[config.mk]
export PLATFORM = sky130hd
export DESIGN_NAME = lumi_linkseq
export DESIGN_NICKNAME = d
export VERILOG_FILES = /design/src/rtl/lumi_linkseq.sv
export SDC_FILE = /design/constraint.sdc
export NUM_CORES = 1
export LEC_CHECK = 0
export ABC_AREA = 1
export BUFFER_PORTS_ARGS = -buffer_cell sky130_fd_sc_hd__buf_2
export CAP_MARGIN = 20
export CORE_AREA = 2 2 158 160
export CTS_CLUSTER_DIAMETER = 100
export DETAILED_ROUTE_END_ITERATION = 16
export DIE_AREA = 0 0 160 162
export PLACE_DENSITY = 0.53
export SLEW_MARGIN = 30
export SYNTH_ARGS = -nofsm -noshare
export SYNTH_HDL_FRONTEND = slang
export SYNTH_SLANG_ARGS = --single-unit
[constraint.sdc]
create_clock -name clk -period 5 [get_ports clk]
set_clock_uncertainty 0.05 [all_clocks]
set_input_delay 0 -clock clk [delete_from_list [all_inputs] [get_ports clk]]
set_output_delay 0 -clock clk [all_outputs]
set_load 0.01 [all_outputs]
[src/rtl/lumi_linkseq.sv]
`default_nettype none
// ============================================================================
// Module   : lumi_linkseq
// Summary  : LUMI link bring-up sequencer. Once the PHY link is up it programs
//            and checks the LUMI control registers over a UMI host port.
// Revision : 1.0 - initial release
// ============================================================================
module lumi_linkseq #(
  parameter int            CW         = 32,
  parameter int            AW         = 64,
  parameter int            RW         = 32,
  parameter logic [AW-1:0] REGBASE    = '0,
  parameter logic [AW-1:0] SRCADDR    = '0,
  parameter logic [15:0]   CRDTINTRVL = 16'h00FF,
  parameter int            TOW        = 16,
  parameter int            TIMEOUT    = 1023
) (
  input  logic          clk,
  input  logic          nreset,
  input  logic          i_en,
  input  logic          i_phy_linkactive,
  input  logic [7:0]    i_phy_iow,
  output logic          o_uhost_req_valid,
  output logic [CW-1:0] o_uhost_req_cmd,
  output logic [AW-1:0] o_uhost_req_dstaddr,
  output logic [AW-1:0] o_uhost_req_srcaddr,
  output logic [RW-1:0] o_uhost_req_data,
  input  logic          i_uhost_req_ready,
  input  logic          i_uhost_resp_valid,
  input  logic [CW-1:0] i_uhost_resp_cmd,
  input  logic [AW-1:0] i_uhost_resp_dstaddr,
  input  logic [AW-1:0] i_uhost_resp_srcaddr,
  input  logic [RW-1:0] i_uhost_resp_data,
  output logic          o_uhost_resp_ready,
  output logic          o_seq_busy,
  output logic          o_seq_done,
  output logic          o_seq_error,
  output logic [2:0]    o_seq_errcode
);

  // LUMI register map offsets
  localparam logic [7:0] c_OFS_STATUS     = 8'h04;
  localparam logic [7:0] c_OFS_TXMODE     = 8'h10;
  localparam logic [7:0] c_OFS_CRDTINTRVL = 8'h24;

  localparam logic [4:0] c_REQ_READ   = 5'h01;
  localparam logic [4:0] c_REQ_WRITE  = 5'h03;
  localparam logic [4:0] c_RESP_READ  = 5'h02;
  localparam logic [4:0] c_RESP_WRITE = 5'h04;

  localparam logic [2:0]     c_ERR_TIMEOUT = 3'd1;
  localparam logic [2:0]     c_ERR_RESP    = 3'd2;
  localparam logic [2:0]     c_ERR_TXMODE  = 3'd3;
  localparam logic [2:0]     c_ERR_STATUS  = 3'd4;
  localparam logic [TOW-1:0] c_TIMEOUT     = TOW'(TIMEOUT);

  typedef enum logic [2:0] {
    S_IDLE     = 3'd0,
    S_WAITLINK = 3'd1,
    S_REQ      = 3'd2,
    S_RESP     = 3'd3,
    S_DONE     = 3'd4,
    S_ERROR    = 3'd5
  } state_t;

  state_t         r_state;
  state_t         w_state_nxt;
  logic [1:0]     r_step;
  logic [1:0]     w_step_nxt;
  logic           r_abort;
  logic           w_abort_nxt;
  logic [TOW-1:0] r_cnt;
  logic [TOW-1:0] w_cnt_inc;

  logic           r_req_valid;
  logic [CW-1:0]  r_req_cmd;
  logic [AW-1:0]  r_req_dstaddr;
  logic [AW-1:0]  r_req_srcaddr;
  logic [RW-1:0]  r_req_data;
  logic           r_resp_ready;
  logic           r_busy;
  logic           r_done;
  logic           r_error;
  logic [2:0]     r_errcode;

  logic [CW-1:0]  w_req_cmd;
  logic [AW-1:0]  w_req_dstaddr;
  logic [RW-1:0]  w_req_data;
  logic           w_req_hs;
  logic           w_resp_hs;
  logic           w_timeout;
  logic           w_link_lost;
  logic [4:0]     w_resp_op_exp;
  logic [2:0]     w_code;
  logic           w_unused;

  assign w_req_hs    = r_req_valid & i_uhost_req_ready;
  assign w_resp_hs   = r_resp_ready & i_uhost_resp_valid;
  assign w_cnt_inc   = (r_cnt >= c_TIMEOUT) ? c_TIMEOUT : r_cnt + TOW'(1);
  assign w_timeout   = (r_state == S_RESP) && !w_resp_hs && (w_cnt_inc == c_TIMEOUT);
  assign w_link_lost = r_abort | ~i_phy_linkactive;
  assign w_unused    = ^{i_uhost_resp_cmd, i_uhost_resp_srcaddr, i_uhost_resp_data};

  // Request image for the current step
  always_comb begin
    w_req_cmd      = '0;
    w_req_cmd[7:5] = 3'd2;
    w_req_dstaddr  = '0;
    w_req_data     = '0;
    case (r_step)
      2'd0: begin
        w_req_cmd[4:0] = c_REQ_WRITE;
        w_req_dstaddr  = REGBASE + AW'(c_OFS_CRDTINTRVL);
        w_req_data     = RW'(CRDTINTRVL);
      end
      2'd1: begin
        w_req_cmd[4:0] = c_REQ_READ;
        w_req_dstaddr  = REGBASE + AW'(c_OFS_TXMODE);
      end
      default: begin
        w_req_cmd[4:0] = c_REQ_READ;
        w_req_dstaddr  = REGBASE + AW'(c_OFS_STATUS);
      end
    endcase
  end

  // Outcome of the transaction in flight; only meaningful when it ends
  always_comb begin
    w_resp_op_exp = (r_step == 2'd0) ? c_RESP_WRITE : c_RESP_READ;
    w_code        = 3'd0;
    if (!w_resp_hs) begin
      w_code = c_ERR_TIMEOUT;
    end else if ((i_uhost_resp_cmd[4:0] != w_resp_op_exp) ||
                 (i_uhost_resp_dstaddr != SRCADDR)) begin
      w_code = c_ERR_RESP;
    end else if ((r_step == 2'd1) &&
                 ((i_uhost_resp_data[23:16] != i_phy_iow) || !i_uhost_resp_data[0])) begin
      w_code = c_ERR_TXMODE;
    end else if ((r_step == 2'd2) && !i_uhost_resp_data[4]) begin
      w_code = c_ERR_STATUS;
    end
  end

  always_comb begin
    w_state_nxt = r_state;
    w_step_nxt  = r_step;
    w_abort_nxt = r_abort;
    case (r_state)
      S_IDLE: begin
        if (i_en) w_state_nxt = S_WAITLINK;
      end
      S_WAITLINK: begin
        if (!i_en) begin
          w_state_nxt = S_IDLE;
        end else if (i_phy_linkactive) begin
          w_step_nxt  = 2'd0;
          w_state_nxt = S_REQ;
        end
      end
      S_REQ: begin
        if (!i_phy_linkactive) w_abort_nxt = 1'b1;
        if (w_req_hs) w_state_nxt = S_RESP;
      end
      S_RESP: begin
        if (!i_phy_linkactive) w_abort_nxt = 1'b1;
        if (w_resp_hs || w_timeout) begin
          // A link loss during the transaction overrides any result it produced
          if (w_link_lost) begin
            w_abort_nxt = 1'b0;
            w_state_nxt = S_WAITLINK;
          end else if (!i_en) begin
            w_state_nxt = S_IDLE;
          end else if (w_code != 3'd0) begin
            w_state_nxt = S_ERROR;
          end else if (r_step == 2'd2) begin
            w_state_nxt = S_DONE;
          end else begin
            w_step_nxt  = r_step + 2'd1;
            w_state_nxt = S_REQ;
          end
        end
      end
      S_DONE, S_ERROR: begin
        if (!i_phy_linkactive) w_state_nxt = S_WAITLINK;
        else if (!i_en)        w_state_nxt = S_IDLE;
      end
      default: w_state_nxt = S_IDLE;
    endcase
  end

  always_ff @(posedge clk or negedge nreset) begin
    if (!nreset) begin
      r_state       <= S_IDLE;
      r_step        <= 2'd0;
      r_abort       <= 1'b0;
      r_cnt         <= '0;
      r_req_valid   <= 1'b0;
      r_req_cmd     <= '0;
      r_req_dstaddr <= '0;
      r_req_srcaddr <= '0;
      r_req_data    <= '0;
      r_resp_ready  <= 1'b0;
      r_busy        <= 1'b0;
      r_done        <= 1'b0;
      r_error       <= 1'b0;
      r_errcode     <= 3'd0;
    end else begin
      r_state      <= w_state_nxt;
      r_step       <= w_step_nxt;
      r_abort      <= w_abort_nxt;
      r_req_valid  <= (r_state == S_REQ) && !w_req_hs;
      r_resp_ready <= (w_state_nxt == S_RESP);
      r_busy       <= (w_state_nxt == S_REQ) || (w_state_nxt == S_RESP);
      r_done       <= (w_state_nxt == S_DONE);
      r_error      <= (w_state_nxt == S_ERROR);
      if (w_req_hs) begin
        r_cnt <= '0;
      end else if (r_state == S_RESP) begin
        r_cnt <= w_cnt_inc;
      end
      // Fields are loaded together with valid and then held until accepted
      if ((r_state == S_REQ) && !r_req_valid) begin
        r_req_cmd     <= w_req_cmd;
        r_req_dstaddr <= w_req_dstaddr;
        r_req_srcaddr <= SRCADDR;
        r_req_data    <= w_req_data;
      end
      if (w_state_nxt != S_ERROR) begin
        r_errcode <= 3'd0;
      end else if (r_state != S_ERROR) begin
        r_errcode <= w_code;
      end
    end
  end

  assign o_uhost_req_valid   = r_req_valid;
  assign o_uhost_req_cmd     = r_req_cmd;
  assign o_uhost_req_dstaddr = r_req_dstaddr;
  assign o_uhost_req_srcaddr = r_req_srcaddr;
  assign o_uhost_req_data    = r_req_data;
  assign o_uhost_resp_ready  = r_resp_ready;
  assign o_seq_busy          = r_busy;
  assign o_seq_done          = r_done;
  assign o_seq_error         = r_error;
  assign o_seq_errcode       = r_errcode;

endmodule
`default_nettype wire
Word-level counts from Yosys, hierarchy flattened
Cells that the tools add are included.

ROM bits: 0. Register bits after elaboration: 132. Output and inout bits: 200. Memories: 0. Memory bits (writable): 0. Word-level logic and storage cells: 105. Latch bits: 0. Input bits: 206.

Multiplexer cells: 37. Bitwise logic cells: 4. Multipliers: 0. Add/sub/neg operators: 2. Shift operators: 0. Magnitude comparators: 1. Reduce and logical (&&, ||, !) cells: 25. Div/mod/pow operators: 0. Equality and inequality tests: 23.

Operators by type and width (count): 64-bit nonzero test (1); 3-bit two-way mux (18); 16-bit two-way mux (3); 16-bit by 1-bit adder with 16-bit output, second input constant (1); 16-bit by 10-bit equality test with 1-bit output, second input constant (1); 16-bit by 10-bit >= comparator with 1-bit output, second input constant (1); 2-bit two-way mux (8); 3-bit case mux with 5 select lines (1); 3-bit by 2-bit equality test with 1-bit output, second input constant (4); 3-bit equality test, second input constant (4); 2-bit != test, second input constant (6); 6-bit case mux with 2 select lines (1); 8-bit two-way mux (1); 8-bit != test (1); 8-bit AND reduction (1); 2-bit nonzero test (4); 1-bit logical AND (6); 3-bit != test, second input constant (2); 1-bit zero test (5); 5-bit by 3-bit != test with 1-bit output (1); 1-bit logical OR (4); 2-bit case mux with 2 select lines (1); 3-bit by 1-bit equality test with 1-bit output, second input constant (1); 3-bit zero test (1); 12 further kinds (15).

Logic depth before layout (Yosys ltp)
Depth in word-level cells: 14. Mapped depth: 18. Depth with buffers taken out: 18.

Worst setup path before layout
No wires, ideal clock.

Kind: flip-flop to flip-flop. Start point: register r_cnt[0]. End point: register r_errcode[1] (netlist: o_seq_errcode[1]). Setup slack: 3.135 ns. Setup time: 0.069 ns. Buffers on the path: 0. Data arrival time: 1.746 ns. Period minus slack after synthesis: 1.865 ns. Required time: 4.881 ns. Cell stages (with the launch flop): 15. Cells stage by stage: dfrtp_1 ha_1 nand3_2 nor2_2 nand2_2 nand2_4 nor3_1 nor2_1 nand3_1 nand2_1 nand2_1 nand2_1 nand2_2 nand2_4 nor2_2.

Longest elaborated chain between the ends: 9. Elaborated cells between the ends (all ways): 11. Classes of those cells: add/sub: 1; order compare: 1; eq/ne: 2; mux: 4; reduce/logical: 3.

Ends and longest elaborated chain: from (decl) (RTL line 72) `logic [TOW-1:0] r_cnt;`; from (signal assigned) (RTL line 219) `r_cnt <= w_cnt_inc;`; 16-bit by 1-bit adder with 16-bit output or 16-bit by 10-bit >= comparator with 1-bit output (tied branches) (RTL line 99) `assign w_cnt_inc = (r_cnt >= c_TIMEOUT) ? c_TIMEOUT : r_cnt + TOW'(1);`; 16-bit two-way mux * (RTL line 99); 16-bit by 10-bit equality test with 1-bit output * (RTL line 100) `assign w_timeout = (r_state == S_RESP) && !w_resp_hs && (w_cnt_inc == c_TIMEOUT);`; 1-bit logical AND * (RTL line 100); 1-bit logical OR * (RTL line 166) `if (w_resp_hs || w_timeout) begin`; 3-bit two-way mux * (RTL line 166); 3-bit case mux with 5 select lines * (RTL line 148) `case (r_state)`; net w_state_nxt[0] (RTL line 67) `state_t w_state_nxt;`; 3-bit != test * (RTL line 228) `if (w_state_nxt != S_ERROR) begin`; 3-bit two-way mux or 2-bit nonzero test (tied branches); to (signal assigned) (RTL line 231) `r_errcode <= w_code;`; to (decl) (RTL line 84) `logic [2:0] r_errcode;`.

The timed path passes the listed nets; every way through them passes the cells marked *. A chain may end at the register's enable or synchronous reset.

Final worst setup path
Start point: register r_state[1]. End point: register r_cnt[2].

Longest elaborated chain between the ends: 2.

Ends and longest elaborated chain: from (decl) (RTL line 66) `state_t r_state;`; from (signal assigned) (RTL line 208) `r_state <= w_state_nxt;`; 3-bit by 2-bit equality test with 1-bit output (RTL line 218) `end else if (r_state == S_RESP) begin`; 2-bit nonzero test (no line).

Every way passes these cells.

==> impl_results.md <==
* Most instantiated flip-flop cell in the synthesis netlist: dfrtp_1
* Leakage dissipation at 2.32 nW
* Yosys reg bits at 34
* Count of input and output buffers at 114
* Number of warnings printed during yosys synthesis at 0
* First drt pass iteration count at 4
* Initial standard-cell utilization of the core at 0.160
* Post-route insts no fill at 1008
* Floorplan core area at 24100 sq um
* Half-perimeter wire length of the detailed placement result at 7050 um
* Endpoint class of the critical path: flop
* Mapped cell area at 3860 sq um
* Skew-Pair Late Insertion Delay at 0.27 ns
* Antenna violations before repair at 0
* Number of enable flip-flop cells after synthesis at 0
* DRC violations left at 0
* Largest buffer count on any clock path at 2
* Highest ir drop seen on vdd at 0.150 mV
* Minimum clock period at 2.26 ns
* Overall die area at 25900 sq um
* DIE WIDTH at 160 um
* Async set-or-reset flop fraction in the synthesized netlist at 1.00
* Total of endpoints with negative setup slack in the final report at 0
* Class of the tightest hold or removal check: input port to flop
* Global-route congestion overflow total at 0
* Global-route wire length before repair at 12500 um
* RSZ-0062 raised after global routing: no
* Worst-path maximum fanout at 15
* Maximum level of the CTS H-tree at 2
* Worst rel slew slack at 0.493
* Sum of routed wire length over all layers at 8240 um
* Start-to-end type of the worst setup path: flop to flop
* Synth-to-Final Area Change at 9.64%
* Clock root cell: clkbuf_16
* Global Route Usage Sum at 0.0602
* Die boundary height at 162 um
* Via density per instance at 3.15
* Reg2Reg Setup Slack at 2.74 ns
* Largest net degree at the start of global routing at 35
* CP Data Required Time at 5.08 ns
* Average cell area after synthesis at 6.69 sq um
* Worst endpoint data arrival time at 2.35 ns
* Cts hold-fix bufs at 1
* Max-cap viol count at 0
* # placed instances at 999
* Share of post-route cells with drive strength above 1 at 0.211
* Number of clock sinks at 34
* Count of instances resized after the clock tree is built at 0
* Total number of vias at 3175
* Final GP Congestion at 0.803
* Diode insertion count for antenna repair at 0
* Number of buffers added by the clock tree synthesis step at 5
* Clock-pin slew reported for the worst setup and hold paths after clock tree synthesis at 0.05 ns
* Slew at the pin closest to its max-slew limit at 0.760 ns
* Number of top-level design ports at 406
* Average routed wire per standard cell at 8.18 um
* Total negative setup slack at 0 ns
* Max Clock Freq at 442 MHz
* Final antenna-violating net count at 0
* Count of mapped cells out of synthesis at 576
* Launching element type of the critical path: flop
* Unique cell type count in the Yosys netlist at 31
* Vias in the first global route at 2624
* Final Max Slew Viols at 0
* Status: finished clean
* Number of filler instances in the final layout at 2794
* Number of rows created at floorplan at 57
* Post-CTS setup buffers at 0
* Number of DRC violations after detailed-routing iteration 0 at 61
* Ratio of total power to cell area at 279 nW/um^2
* Share of the yosys chip area belonging to registers at 0.221
* Final hold vios at 0
* Part of the cycle the worst path needs at 0.453
* # nets final at 894
* CTS tree: built
cell usage after synthesis (4+ instances only):
library cell	instances	area, sq um
nor3_1	7	35.0
nand2_2	6	37.5
o22ai_1	6	37.5
inv_1	49	184
nor2_2	5	31.3
nand2_1	101	379
o21ai_0	17	85.1
nand3_1	25	125
nor2_1	94	353
buf_4	188	1410
dfrtp_1	34	851
ha_1	5	62.6
nand4_1	4	25.0
a21oi_1	6	30.0
worst paths after layout:
| kind | startpoint | end | cells after the start |
|---|---|---|---|
| worst min-delay path | i_phy_linkactive | o_seq_done | 3 |
| worst max-delay path | r_state[1] | r_cnt[2] | 7 |
| worst max register to register | r_state[1] | r_cnt[2] | 7 |
| max in group asynchronous | nreset | r_cnt[1] | 2 |
| min in group asynchronous | nreset | r_cnt[15] | 2 |
| worst min register to register | o_uhost_req_dstaddr[2] | o_uhost_req_dstaddr[2] | 2 |
sequential cells by signal (all words and copies together) (netlist names):
name / count
r_cnt: 16
o_seq_errcode: 3
r_state: 3
o_uhost_req_cmd: 2
o_uhost_req_dstaddr: 2
r_step: 2
o_seq_busy: 1
o_seq_done: 1
o_seq_error: 1
o_uhost_req_valid: 1
o_uhost_resp_ready: 1
r_abort: 1
layout make-up:
cell class | instances | area, sq um | share of cell area
clock buffer | 7 | 143 | 0.0337
tap | 324 | 405 | 0.0959
multi-input combinational | 474 | 2040 | 0.483
inverter | 53 | 201 | 0.0476
timing repair buffer | 115 | 581 | 0.137
clock inverter | 1 | 5.00 | 0.00118
sequential | 34 | 851 | 0.201
placed cells by master, fill, tap and decap left out, types with 7 or more instances in the layout:
cell	count
nand2_1	101
o21ai_0	17
conb_1	178
nor3_1	7
inv_1	49
nand3_1	25
nor2_1	93
buf_2	114
dfrtp_1	34
power by group:
part           leakage, nW  switching [mW]  internal, mW  total [mW]
clock               0.0739           0.110         0.197       0.307
sequential           0.453          0.0570         0.326       0.383
combinational         1.79           0.333         0.158       0.491
logic make-up (layout without fill, tap and decap cells):
kind of cell,Yosys count,count (layout),share of synthesized area
other,1,178,0.000972
DFF,34,34,0.221
muxes,1,1,0.00292
xor gates and xnor gates,3,3,0.00682
adders and majority gates,5,5,0.0162
and+or+nand+nor,253,253,0.280
buffers and inverters,245,176,0.423
AOI/OAI and AO/OA,34,34,0.0496
critical path, stage by stage, from the launching register on:
cell,delay (ns)
dfrtp_1,0.41
inv_2,0.08
nor2_1,0.18
inv_1,0.11
nor2_2,0.51
inv_1,0.20
nand2_1,0.42
o21ai_0,0.15
per-stage QoR:
step           area, sq um  hold WS [ns]  worst slack (ns)  utilization  total power, mW
6_report              4230        0.0490              2.74        0.175             1.18
2_1_floorplan         4520        -0.346              3.14            -            0.855
4_1_cts               4230        0.0568              2.70        0.175             1.20
3_5_place_dp          4070        0.0873              2.71        0.169            0.888
3_3_place_gp          4070        0.0809              2.36        0.169            0.883
5_1_grt               4230        0.0805              2.42        0.175             1.28
routing by layer:
| layer | track usage | vias up | share of wire |
|---|---|---|---|
| met2 | 0.113 | 199 | 0.49 |
| met3 | 0.0148 | 9 | 0.10 |
| met1 | 0.0658 | 1333 | 0.39 |
| met4 | 0.0217 | 0 | 0.018 |
| met5 | 0 | - | 0 |
| li1 | - | 1634 | - |
(Power assumes the default switching activity.)
